===== config.mk =====
export PLATFORM = sky130hd
export DESIGN_NAME = mmio_port_responder
export DESIGN_NICKNAME = d
export VERILOG_FILES = /design/src/rtl/mips_mmio_pkg.sv /design/src/rtl/sync_fifo.sv /design/src/rtl/mmio_port_responder.sv
export SDC_FILE = /design/constraint.sdc
export NUM_CORES = 1
export LEC_CHECK = 0
export ABC_AREA = 1
export BUFFER_PORTS_ARGS = -buffer_cell sky130_fd_sc_hd__buf_2
export CORE_ASPECT_RATIO = 0.8
export CORE_MARGIN = 2
export CORE_UTILIZATION = 55
export CTS_BUF_LIST = sky130_fd_sc_hd__clkbuf_8
export CTS_CLUSTER_DIAMETER = 60
export CTS_CLUSTER_SIZE = 28
export DETAILED_ROUTE_END_ITERATION = 7
export GPL_TIMING_DRIVEN = 0
export PLACE_DENSITY_LB_ADDON = 0.1
export SKIP_CTS_REPAIR_TIMING = 1
export SLEW_MARGIN = 20
export SYNTH_ARGS = -nofsm -noshare
export SYNTH_HDL_FRONTEND = slang
export SYNTH_HIERARCHICAL = 1
export SYNTH_SLANG_ARGS = --single-unit

===== constraint.sdc =====
create_clock -name clk -period 6.05 [get_ports clk]
set_clock_uncertainty 0.2 [all_clocks]
set_input_delay 0.9075 -clock clk [delete_from_list [all_inputs] [get_ports clk]]
set_output_delay 0.9075 -clock clk [all_outputs]
set_load 0.05 [all_outputs]

===== src/rtl/mips_mmio_pkg.sv =====
// Shared definitions for the MIPS memory-mapped I/O responder.
// Contents:
//   DEFAULT_BASE_ADDR   byte address of the 16-byte MMIO window
//   OFF_*               register offsets, compared against Address[3:2]
//   ST_*                bit positions inside the STATUS register
//   pack_status         assembles the STATUS read word from the four flags
package mips_mmio_pkg;

  localparam logic [31:0] DEFAULT_BASE_ADDR = 32'hFFFF_0000;

  localparam logic [1:0] OFF_PORT_OUT = 2'd0;
  localparam logic [1:0] OFF_PORT_IN  = 2'd1;
  localparam logic [1:0] OFF_STATUS   = 2'd2;
  localparam logic [1:0] OFF_TX_DATA  = 2'd3;

  localparam int ST_IN_CHANGED = 0;
  localparam int ST_FULL       = 1;
  localparam int ST_EMPTY      = 2;
  localparam int ST_OVERFLOW   = 3;

  // Unused STATUS bits always read back as zero.
  function automatic logic [31:0] pack_status(input logic in_changed,
                                              input logic full,
                                              input logic empty,
                                              input logic overflow);
    logic [31:0] word;
    word                = '0;
    word[ST_IN_CHANGED] = in_changed;
    word[ST_FULL]       = full;
    word[ST_EMPTY]      = empty;
    word[ST_OVERFLOW]   = overflow;
    return word;
  endfunction

endpackage


===== src/rtl/sync_fifo.sv =====
// Single-clock FIFO, kept generic so a later RX path can reuse it.
// Ports:
//   clk, reset   rising-edge clock, asynchronous active-high reset
//   push, din    write request and data; ignored when full unless popping
//   pop          read request; ignored when empty
//   dout         head entry (reads 0 while empty)
//   full, empty  derived from the occupancy count
//   count        number of stored entries, 0..DEPTH
module sync_fifo #(
  parameter  int WIDTH = 8,
  parameter  int DEPTH = 4,
  localparam int AW    = $clog2(DEPTH),
  localparam int CW    = $clog2(DEPTH) + 1
) (
  input  logic             clk,
  input  logic             reset,
  input  logic             push,
  input  logic             pop,
  input  logic [WIDTH-1:0] din,
  output logic [WIDTH-1:0] dout,
  output logic             full,
  output logic             empty,
  output logic [CW-1:0]    count
);

  logic [WIDTH-1:0] mem [DEPTH];
  logic [AW-1:0]    wr_ptr;
  logic [AW-1:0]    rd_ptr;
  logic             push_eff;
  logic             pop_eff;

  assign full  = (count == CW'(DEPTH));
  assign empty = (count == '0);

  // A push into a full FIFO is still accepted when the head leaves on the same edge.
  assign pop_eff  = pop && !empty;
  assign push_eff = push && (!full || pop_eff);

  // Head comes straight from storage; a freshly pushed byte is visible one edge later.
  assign dout = empty ? '0 : mem[rd_ptr];

  always_ff @(posedge clk) begin
    if (push_eff) begin
      mem[wr_ptr] <= din;
    end
  end

  // Pointers wrap naturally because DEPTH is a power of two.
  always_ff @(posedge clk or posedge reset) begin
    if (reset) begin
      wr_ptr <= '0;
      rd_ptr <= '0;
      count  <= '0;
    end else begin
      if (push_eff) begin
        wr_ptr <= wr_ptr + AW'(1);
      end
      if (pop_eff) begin
        rd_ptr <= rd_ptr + AW'(1);
      end
      case ({push_eff, pop_eff})
        2'b10:   count <= count + CW'(1);
        2'b01:   count <= count - CW'(1);
        default: count <= count;
      endcase
    end
  end

endmodule


===== src/rtl/mmio_port_responder.sv =====
// Memory-mapped I/O responder sitting beside DataMemory on the MEM-stage bus.
// Ports:
//   clk, reset            pipeline clock, asynchronous active-high reset
//   MemRead, MemWrite     MEM-stage load/store strobes
//   Address, WriteData    MEM-stage byte address and store data
//   mmio_hit              Address falls inside the 16-byte window (combinational)
//   mmio_rdata            load data, zero unless MemRead && mmio_hit (combinational)
//   PortIn                external input, asynchronous to clk
//   PortOut               software-written output register
//   tx_valid, tx_data     head of the outbound byte FIFO
//   tx_ready              consumer takes the head on this edge
// Register map (Address[3:2]): PORT_OUT, PORT_IN, STATUS (W1C), TX_DATA.
module mmio_port_responder
  import mips_mmio_pkg::*;
#(
  parameter logic [31:0] BASE_ADDR  = DEFAULT_BASE_ADDR,
  parameter int          FIFO_DEPTH = 4,
  parameter int          IN_WIDTH   = 8
) (
  input  logic                clk,
  input  logic                reset,
  input  logic                MemRead,
  input  logic                MemWrite,
  input  logic [31:0]         Address,
  input  logic [31:0]         WriteData,
  output logic                mmio_hit,
  output logic [31:0]         mmio_rdata,
  input  logic [IN_WIDTH-1:0] PortIn,
  output logic [31:0]         PortOut,
  output logic                tx_valid,
  output logic [7:0]          tx_data,
  input  logic                tx_ready
);

  localparam int CW = $clog2(FIFO_DEPTH) + 1;

  logic [1:0]          offset;
  logic                wr_hit;
  logic                push;
  logic                pop;
  logic                fifo_full;
  logic                fifo_empty;
  logic [CW-1:0]       fifo_count;
  logic [IN_WIDTH-1:0] in_meta;
  logic [IN_WIDTH-1:0] in_sync;
  logic [IN_WIDTH-1:0] in_prev;
  logic                in_changed;
  logic                overflow;
  logic                change_set;
  logic                overflow_set;
  logic                status_wr;
  logic                unused_addr_bits;

  // Byte lane bits are irrelevant for word-wide registers.
  assign unused_addr_bits = ^Address[1:0];

  assign mmio_hit  = (Address[31:4] == BASE_ADDR[31:4]);
  assign offset    = Address[3:2];
  assign wr_hit    = MemWrite && mmio_hit;
  assign status_wr = wr_hit && (offset == OFF_STATUS);

  assign push     = wr_hit && (offset == OFF_TX_DATA);
  assign pop      = tx_valid && tx_ready;
  assign tx_valid = !fifo_empty;

  sync_fifo #(
    .WIDTH (8),
    .DEPTH (FIFO_DEPTH)
  ) u_tx_fifo (
    .clk   (clk),
    .reset (reset),
    .push  (push),
    .pop   (pop),
    .din   (WriteData[7:0]),
    .dout  (tx_data),
    .full  (fifo_full),
    .empty (fifo_empty),
    .count (fifo_count)
  );

  always_ff @(posedge clk or posedge reset) begin
    if (reset) begin
      PortOut <= '0;
    end else if (wr_hit && (offset == OFF_PORT_OUT)) begin
      PortOut <= WriteData;
    end
  end

  // Two-flop synchroniser, then a one-cycle delayed copy for change detection.
  always_ff @(posedge clk or posedge reset) begin
    if (reset) begin
      in_meta <= '0;
      in_sync <= '0;
      in_prev <= '0;
    end else begin
      in_meta <= PortIn;
      in_sync <= in_meta;
      in_prev <= in_sync;
    end
  end

  // Sticky flags: a new event on the same edge as a W1C clear keeps the flag set.
  assign change_set   = (in_sync != in_prev);
  assign overflow_set = push && fifo_full && !pop;

  always_ff @(posedge clk or posedge reset) begin
    if (reset) begin
      in_changed <= 1'b0;
      overflow   <= 1'b0;
    end else begin
      in_changed <= change_set   || (in_changed && !(status_wr && WriteData[ST_IN_CHANGED]));
      overflow   <= overflow_set || (overflow   && !(status_wr && WriteData[ST_OVERFLOW]));
    end
  end

  // Zero-latency read path so the result lines up with RAM_DataOut.
  always_comb begin
    mmio_rdata = '0;
    if (MemRead && mmio_hit) begin
      case (offset)
        OFF_PORT_OUT: mmio_rdata = PortOut;
        OFF_PORT_IN:  mmio_rdata[IN_WIDTH-1:0] = in_sync;
        OFF_STATUS:   mmio_rdata = pack_status(in_changed, fifo_full, fifo_empty, overflow);
        default:      mmio_rdata[CW-1:0] = fifo_count;
      endcase
    end
  end

endmodule

==> reports/metrics.cfg, run 1 <==
[status]
outcome=completed

[layout]
final_common_cell=buf_2
area_growth_pct=23.57
final_nets=738
final_core_util=0.7066
layout-drive-gt1-share=0.3364
diodes=0
final_cell_mix=buf_2 (152), nand2_1 (139), inv_1 (91)
fin_area_um2=5640
instances_no_fill=768

[cts]
htree_levels=3
clock_sinks=97
clock_latency_ns=0.35
cts_tree=done
numCtsBuffers=9
cts.path.max_buffers=2
path_clk_slew_ns=0.09
clockRootBuffer=clkbuf_8

[detailed_routing]
first_pass_iters=5
drc=0
drt_iter0_drc=232
ant_nets=0
avgRoutedWirePerCell_um=13.66
via_per_inst=4.863
vias=3735
wirelength_mm=10.49

[power_and_ir_drop]
p_sw_frac=0.2211
p_seq_frac=0.589
pwr-share-comb=0.053
p_int_mw=0.9121
ir_worst_vdd_v=0.0001547
power_frac_clock=0.358
power.density_nw_per_um2=207.6
p_leak_nw=2.982
fin_total_pwr_mw=1.171
power.switching_mw=0.2589

[setup_path]
slowest_delay_ns=0.30
worst-path-max-fanout=10
path_buf_inv=3
cp_slowest_cell=buf_2
cp_common_cell=buf_2
crit_family=simple AND/OR/NAND/NOR gates
cp_data_arrival_time_ns=2.40
end_kind=output pin
start_kind=input pin
startpoint=Address[15]
crit_required_ns=4.94
r2r-start=u_tx_fifo/count[0]$_DFFE_PP0P_
crit_type=in2out
crit_chain=buf_2 > nor2_1 > nand2_1 > nor2_1 > nand2_2 > nor2_8 > nand2_1 > buf_2 > a21oi_1 > buf_2

[placed_design]
dp_cells=752
place.port_buffers=148
place.gp.congestion=0.9224
dp_slack_ns=2.530
dpl_cell_area_um2=5443
dpl.hpwl_mm=7.775

[sta]
hold_viol=0
fin_crit_sh=0.5795
slew_violations=0
period_minus_slack_ns=3.506
fin_hold_ws_ns=0.1539
setup_viol=0
worst_slack_ns=2.544
max_slew_margin=0.4337
worst_pin_slew_ns=0.8463
rsz0062_at_grt=no
finalSetupTns_ns=0
clock.fmax_mhz=285.2

[global_route]
grt_max_degree=59
grt_pass1_wl_mm=17.61
antenna_found_initial=0
overflow=0
first_global_vias=3685
grt_use_total=0.2482

[logic_synthesis]
seq_area_frac_synth=0.5669
synthesis.area_um2=4564
synth_cell_types=30
synth_seq_cells=97
syn_nets=579
ys_warn_count=6
syn_inst=496
synth.avg_cell_area_um2=9.202

[die]
die_area_um2=9048
start_util=0.5718
die_w_um=105.9
rows=29
ios=151
core_um2=7983
die_h_um=85.48

[hold_path]
hp-class=reg2reg
holdCritStartpoint=in_meta[1]$_DFF_PP0_

[job]
drv_cap=0

## synth_stat cells
master     number  area (µm²)
buf_6           8       90.09
nor2_2          1       6.260
nor3_1          2       10.01
o21ai_0         3       15.01
clkbuf_1        2       7.510
nand2_2         3       18.77
nand3_2         2       20.02
dfrtp_1        65        1627
buf_4           2       15.01
nand3_1        21       105.1
nor2_1         47       176.4
edfxtp_1       32       960.9
or2_2           2       12.51
nand4_1         5       31.28
xnor2_1         8       70.07
o2111ai_1       1       8.760
a31oi_1         1       6.260
inv_6           1       8.760
buf_2           4       20.02
ha_1            5       62.56
nand2_1       139       521.8
nor2_8          1       20.02
inv_2           1       3.750
a221oi_1        2       17.52
fa_1            1       20.02
o21ai_2        32       280.3
inv_1          90       337.8
a21oi_2         1       8.760
a21oi_1        13       65.06
nand3_4         1       17.52
## path summary, 6_finish.rpt
kind / slack (ns) / depth (start not counted) / end
max in group asynchronous: 4.71 / 2 / PortOut[22]$_DFFE_PP0P_
min reg2reg: 0.15 / 0 / in_sync[1]$_DFF_PP0_
max: 2.54 / 10 / mmio_rdata[4]
min in group asynchronous: 0.30 / 2 / u_tx_fifo/count[2]$_DFFE_PP0P_
max reg2reg: 3.39 / 14 / u_tx_fifo/count[2]$_DFFE_PP0P_
min: 0.15 / 0 / in_sync[1]$_DFF_PP0_
## registers in the layout, indices dropped and copies added, names as in the netlist
register and flops:
PortOut 32, in_changed 1, in_meta 8, in_prev 8
in_sync 8, overflow 1, u_tx_fifo/count 3, u_tx_fifo/mem 32
u_tx_fifo/rd_ptr 2, u_tx_fifo/wr_ptr 2
## cell type report
class | count | area [µm²]
fillers | 643 | 2342
clock buffers | 10 | 137.6
inverters | 92 | 352.8
plain buffers | 16 | 132.6
flip-flops and latches | 97 | 2587
clock inverters | 6 | 60.06
repair buffers | 148 | 740.7
well taps | 108 | 135.1
multi-input cells | 291 | 1494
## routing by layer
metal,up-vias,share of wire,wire length [µm],GRT usage
met3,13,0.066,693,0.05607
met1,1759,0.42,4435,0.3330
met5,-,0,0,0
met4,0,0.011,120,0.07057
met2,121,0.50,5243,0.4111
li1,1842,-,-,-
## logic make-up (layout without fill, tap and decap cells)
logic type      count (synthesis)  after routing  synth area share
compound gates                 53             53           0.08799
xor+xnor                        8              8           0.01535
fa+ha+maj                       6              6           0.01809
buf+inv                       108            272            0.1058
flops                          97             97            0.5669
simple gates                  224            224            0.2059
## power groups by stage
stage / clock network, mW / registers (mW) / logic, mW
2_1_floorplan: 0 / 0.703 / 0.0278
3_3_place_gp: 0 / 0.703 / 0.0605
3_5_place_dp: 0 / 0.704 / 0.0626
4_1_cts: 0.429 / 0.690 / 0.0628
5_1_grt: 0.458 / 0.691 / 0.0714
6_report: 0.419 / 0.690 / 0.0618
Power figures use the tool's default switching activity.
==> run 2, diff against run 1 <==
ABC_AREA = 0   (was 1)
CORE_UTILIZATION = 52   (was 55)
clock period = 3.5 ns   (was 6.05 ns; I/O delays follow)
==> run 2 against run 1 <==
- utilization shrank 2.4 points
- largest power group unchanged
- worst setup slack got worse by 2.5 ns
- global-route usage decreased by 3.4 points
- critical path type unchanged
- clock power increased by 73%
==> reports/metrics.cfg, run 2 <==
[die]
die_area_um2=9096
die_w_um=106.1
die_h_um=85.71
core_um2=8019
rows=29
start_util=0.5411
ios=151

[setup_path]
reg2regPathDepth=12
r2r-start=u_tx_fifo/count[0]$_DFFE_PP0P_
worst-path-max-fanout=10
ff2ff_setup_slack_ns=0.42
start_kind=input pin
end_kind=output pin
crit_type=in2out
crit_required_ns=2.77
reg2reg_to=u_tx_fifo/count[2]$_DFFE_PP0P_
cp_data_arrival_time_ns=2.72

[logic_synthesis]
synthesis.area_um2=4339
synth_cell_types=37
synth_edf_count=32
synth.avg_cell_area_um2=14.51
synth_most_common_cell=dfrtp_1
synth_common_cells=dfrtp_1 (65), edfxtp_1 (32), mux2_4 (31)
syn_inst=299
async_flop_share=0.6701
netlist_top_cells_area=dfrtp_1 (37%), edfxtp_1 (22%), mux2_4 (11%)
ys_warn_count=6
yosysTopAreaCell=dfrtp_1
synth_flop_cell=dfrtp_1
seq_area_frac_synth=0.5963
synth_seq_cells=97
syn_nets=382
synth_top_area_share=0.3749

[sta]
fin_crit_sh=0.9838
clock.fmax_mhz=290.4
hold_viol=0
setup_viol=0
max_slew_margin=0.5308
slew_violations=0
rsz0062_at_grt=yes
worst_pin_slew_ns=0.7012
finalSetupTns_ns=0
period_minus_slack_ns=3.443
worst_slack_ns=0.05669

[placed_design]
dp_slack_ns=-0.07236
place.port_buffers=148
dpl.hpwl_mm=6.926
place.gp.congestion=0.8045

[layout]
layout-drive-gt1-share=0.4850
fillers=603
top_regs=PortOut (32), u_tx_fifo/mem (32)
final_cell_mix=buf_2 (147), dfrtp_1 (65), edfxtp_1 (32)
final_common_cell=buf_2
diodes=0
area_growth_pct=26.15
final_nets=544
final_core_util=0.6826

[global_route]
met3_usage=0.05091
grt_busiest_layer=met2
grt_pass1_wl_mm=14.87
grt_max_degree=55
grtUsageMet1=0.3051
grt_use_total=0.2137
antenna_found_initial=0
overflow=0
first_global_vias=2932
met2_usage=0.3351

[cts]
cts.path.max_buffers=2
clock_latency_ns=0.35
htree_levels=3
path_clk_slew_ns=0.10
clockRootBuffer=clkbuf_8
clock_sinks=97
cts_tree=done
numCtsBuffers=9

[detailed_routing]
wirelength_mm=9.221
first_pass_iters=4
drc=0
avgRoutedWirePerCell_um=16.06
ant_nets=0
drt_iter0_drc=105
vias=2931
via_per_inst=5.106

[hold_path]
hold_path_end=in_meta[4]$_DFF_PP0_
holdCritStartpoint=PortIn[4]
holdPathStages=1
hp-class=in2reg

[power_and_ir_drop]
ir_worst_vdd_v=0.0003343
p_leak_nw=2.668
power.density_nw_per_um2=496.3

[job]
drv_cap=0

[status]
outcome=completed

==> run 2: cell types whose count changed after synthesis, moves of 13 or more <==
cell     previous run  this run
o21ai_2            32         0
mux2_4              0        31
nand2_1           139         4
nor2_1             47        26
a21oi_1            13         0
inv_1              90        14
==> run 2: area by class of cell <==
| class | instances | area (µm²) | share of cell area |
|---|---|---|---|
| clock buffer | 9 | 123.9 | 0.02263 |
| timing repair buffer | 151 | 795.8 | 0.1454 |
| inverter | 14 | 55.05 | 0.01006 |
| tap | 108 | 135.1 | 0.02469 |
| multi-input combinational | 172 | 1613 | 0.2946 |
| buffer | 16 | 86.33 | 0.01577 |
| sequential | 97 | 2587 | 0.4727 |
| clock inverter | 7 | 77.57 | 0.01417 |
==> run 2: critical path, cell delays in order <==
cell and delay, ns:
buf_2 0.09, or4_1 0.57, nor4_4 0.42, nand2_1 0.13
clkbuf_1 0.26, nor4b_1 0.39, clkbuf_4 0.32
==> run 2: power breakdown <==
part	internal, mW	leakage [nW]	switching [mW]	total, mW
logic	0.277	1.45	0.469	0.746
registers	1.22	1.12	0.0296	1.25
clock network	0.338	0.0996	0.386	0.724
total	1.83	2.67	0.885	2.72
==> run 2: cells by family after synthesis <==
kind of cell,Yosys count,synth area share
mux,51,0.1860
fa+ha+maj,6,0.01903
xor+xnor,14,0.02826
compound gates,5,0.009804
buf+inv,30,0.03201
simple gates,96,0.1286
flops,97,0.5963
==> run 2: layer usage <==
layer / up-vias / wire length, µm / part of all wire
li1: 1391 / - / -
met1: 1448 / 4249 / 0.46
met2: 88 / 4439 / 0.48
met3: 4 / 475 / 0.052
met4: 0 / 57 / 0.0062
met5: - / 0 / 0
==> run 2: metrics by stage <==
step                      total power, mW  area [µm²]  std cells  hold slack, ns
after floorplan                     1.833        4339        299          0.1284
after global placement              1.999        5215        555          0.1327
after detailed placement            2.022        5245        556          0.1356
after CTS                           2.746        5446        572         -0.1665
after global routing                2.855        5474        574         0.03561
final                               2.717        5474        574         0.06532
==> run 2: worst max-delay path by stage <==
stage                     start       endpoint  slack, ns  cells past startpoint
CTS                 Address[13]  mmio_rdata[6]      -0.09                      7
floorplan           Address[13]  mmio_rdata[4]      -0.63                      5
finish               Address[6]  mmio_rdata[4]       0.06                      7
detailed placement  Address[13]  mmio_rdata[6]      -0.07                      7
global placement    Address[13]  mmio_rdata[4]      -0.11                      7
global route         Address[6]  mmio_rdata[4]      -0.06                      7
==> run 3, diff against run 2 <==
CORE_UTILIZATION = 45   (was 52)
CTS_BUF_LIST = sky130_fd_sc_hd__clkbuf_4 sky130_fd_sc_hd__clkbuf_8 sky130_fd_sc_hd__clkbuf_16   (was sky130_fd_sc_hd__clkbuf_8)
clock period = 2.8 ns   (was 3.5 ns; I/O delays follow)
==> run 3 against run 2 <==
- the flow now finishes with violations (negative setup slack)
- sequential cell count is the same
- sequential share of layout area fell by 5.8 points
- clock power up 67%
- cell count grew 4.7%
- largest cell class unchanged
==> reports/metrics.cfg, run 3 (synthesis gave the netlist of run 2 again) <==
[layout]
diodes=0
fin_area_um2=6250
top_regs=PortOut (32), u_tx_fifo/mem (32)
final_cell_mix=buf_2 (118), dfrtp_1 (64), edfxtp_1 (32)
final_nets=560
final_common_cell=buf_2
layout-drive-gt1-share=0.5788
area_growth_pct=44.03

[setup_path]
start_kind=input pin
cp.depth=8
end_kind=output pin
reg2regPathDepth=12
cp_data_arrival_time_ns=2.25
path_buf_inv=4
worst-path-max-fanout=5
crit_family=simple AND/OR/NAND/NOR gates
slowest_delay_ns=0.54
crit_required_ns=2.18
crit_chain=buf_6 > or4b_4 > nor4_4 > buf_6 > nand2_8 > clkbuf_16 > nor4b_4 > buf_6
crit_type=in2out
cp_common_cell=buf_6
cp_slowest_cell=or4b_4

[sta]
rsz0062_at_grt=yes
worst_pin_slew_ns=0.8435
fin_crit_sh=1.024
slew_violations=0
hold_viol=0
clock.fmax_mhz=348.7
max_slew_margin=0.4334
worst_slack_ns=-0.06774
period_minus_slack_ns=2.868
setup_viol=17

[global_route]
grt_max_degree=54
grt_use_total=0.1932
grt_pass1_wl_mm=15.21
antenna_found_initial=0
first_global_vias=2897
overflow=0

[die]
die_w_um=113.8
core_um2=9529
die_h_um=91.83
die_area_um2=10450
ios=151
start_util=0.4554
rows=32

[placed_design]
dpl_cell_area_um2=5505
place.gp.congestion=0.8199
dpl.hpwl_mm=7.312
dp_slack_ns=-0.3834
place.port_buffers=148

[hold_path]
hp-class=in2reg
holdPathStages=2

[detailed_routing]
drt_iter0_drc=145
first_pass_iters=6
wirelength_mm=10.18
via_per_inst=4.980
vias=2993
ant_nets=0
avgRoutedWirePerCell_um=16.94
drc=0

[cts]
clock_latency_ns=0.34
path_clk_slew_ns=0.07
htree_levels=3
clock_sinks=97
cts_tree=done
cts.path.max_buffers=2
clockRootBuffer=clkbuf_16
numCtsBuffers=9

[power_and_ir_drop]
p_leak_nw=2.889
fin_total_pwr_mw=3.784
power.density_nw_per_um2=605.4
ir_worst_vdd_v=0.0004608

[status]
outcome=complete, but fails checks
violations=negative setup slack

[job]
drv_cap=0

-- run 3: cell types whose count changed in the layout (fill, tap and decap cells not counted), moves of 5 or more --
cell,previous run,this run
dlygate4sd3_1,1,9
buf_6,3,28
buf_4,1,9
clkbuf_8,9,0
nor2_1,26,2
nor2_4,0,20
and3_1,5,0
buf_2,147,118
clkbuf_16,0,11
-- run 3: stage by stage --
stage	setup TNS [ns]	utilization	hold slack, ns	instances
final	-0.5724	0.6559	0.1033	601
after global routing	-1.922	0.6559	0.09354	601
after CTS	-10.27	0.6089	-0.2434	583
after detailed placement	-11.01	0.5777	0.1277	567
after global placement	-14.85	0.5746	0.1326	566
after floorplan	-0.8880	-	0.02340	299
-- run 3: per-layer routing --
| layer | track usage | vias up | wire length, µm | part of all wire |
|---|---|---|---|---|
| met1 | 0.2670 | 1462 | 4542 | 0.45 |
| li1 | - | 1430 | - | - |
| met5 | 0 | - | 0 | 0 |
| met2 | 0.2999 | 84 | 5025 | 0.49 |
| met4 | 0.06911 | 0 | 189 | 0.019 |
| met3 | 0.04759 | 17 | 420 | 0.041 |
-- run 3: path summary, 6_finish.rpt --
kind,startpoint,end,slack [ns]
max,Address[13],mmio_rdata[6],-0.07
min,WriteData[30],PortOut[30]$_DFFE_PP0P_,0.10
max reg2reg,u_tx_fifo/count[0]$_DFFE_PP0P_,u_tx_fifo/count[2]$_DFFE_PP0P_,0.19
min reg2reg,in_meta[0]$_DFF_PP0_,in_sync[0]$_DFF_PP0_,0.15
max in group asynchronous,reset,PortOut[13]$_DFFE_PP0P_,1.61
min in group asynchronous,reset,PortOut[0]$_DFFE_PP0P_,0.32
-- run 3: power by group --
part	total [mW]	switching, mW	leakage (nW)	internal, mW
Combinational	1.01	0.611	1.62	0.398
Sequential	1.56	0.0358	1.12	1.52
Clock	1.21	0.508	0.151	0.705
-- run 3: final cells by class --
cell class / count / area, µm²
Sequential cell: 97 / 2589
Fill cell: 728 / 3279
Buffer: 16 / 138.9
Timing Repair Buffer: 167 / 1147
Inverter: 14 / 55.05
Multi-Input combinational cell: 172 / 1874
Tap cell: 119 / 148.9
Clock buffer: 10 / 232.7
Clock inverter: 6 / 63.81
-- run 3: worst register-to-register path: cells and delay by family, from the launching register on --
| kind | cells | cell delay [ns] |
|---|---|---|
| buffers and inverters | 4 | 0.28 |
| adders and majority gates | 2 | 0.53 |
| AOI/OAI and AO/OA | 1 | 0.20 |
| and+or+nand+nor | 3 | 0.58 |
| DFF | 1 | 0.42 |
| xor gates and xnor gates | 2 | 0.31 |
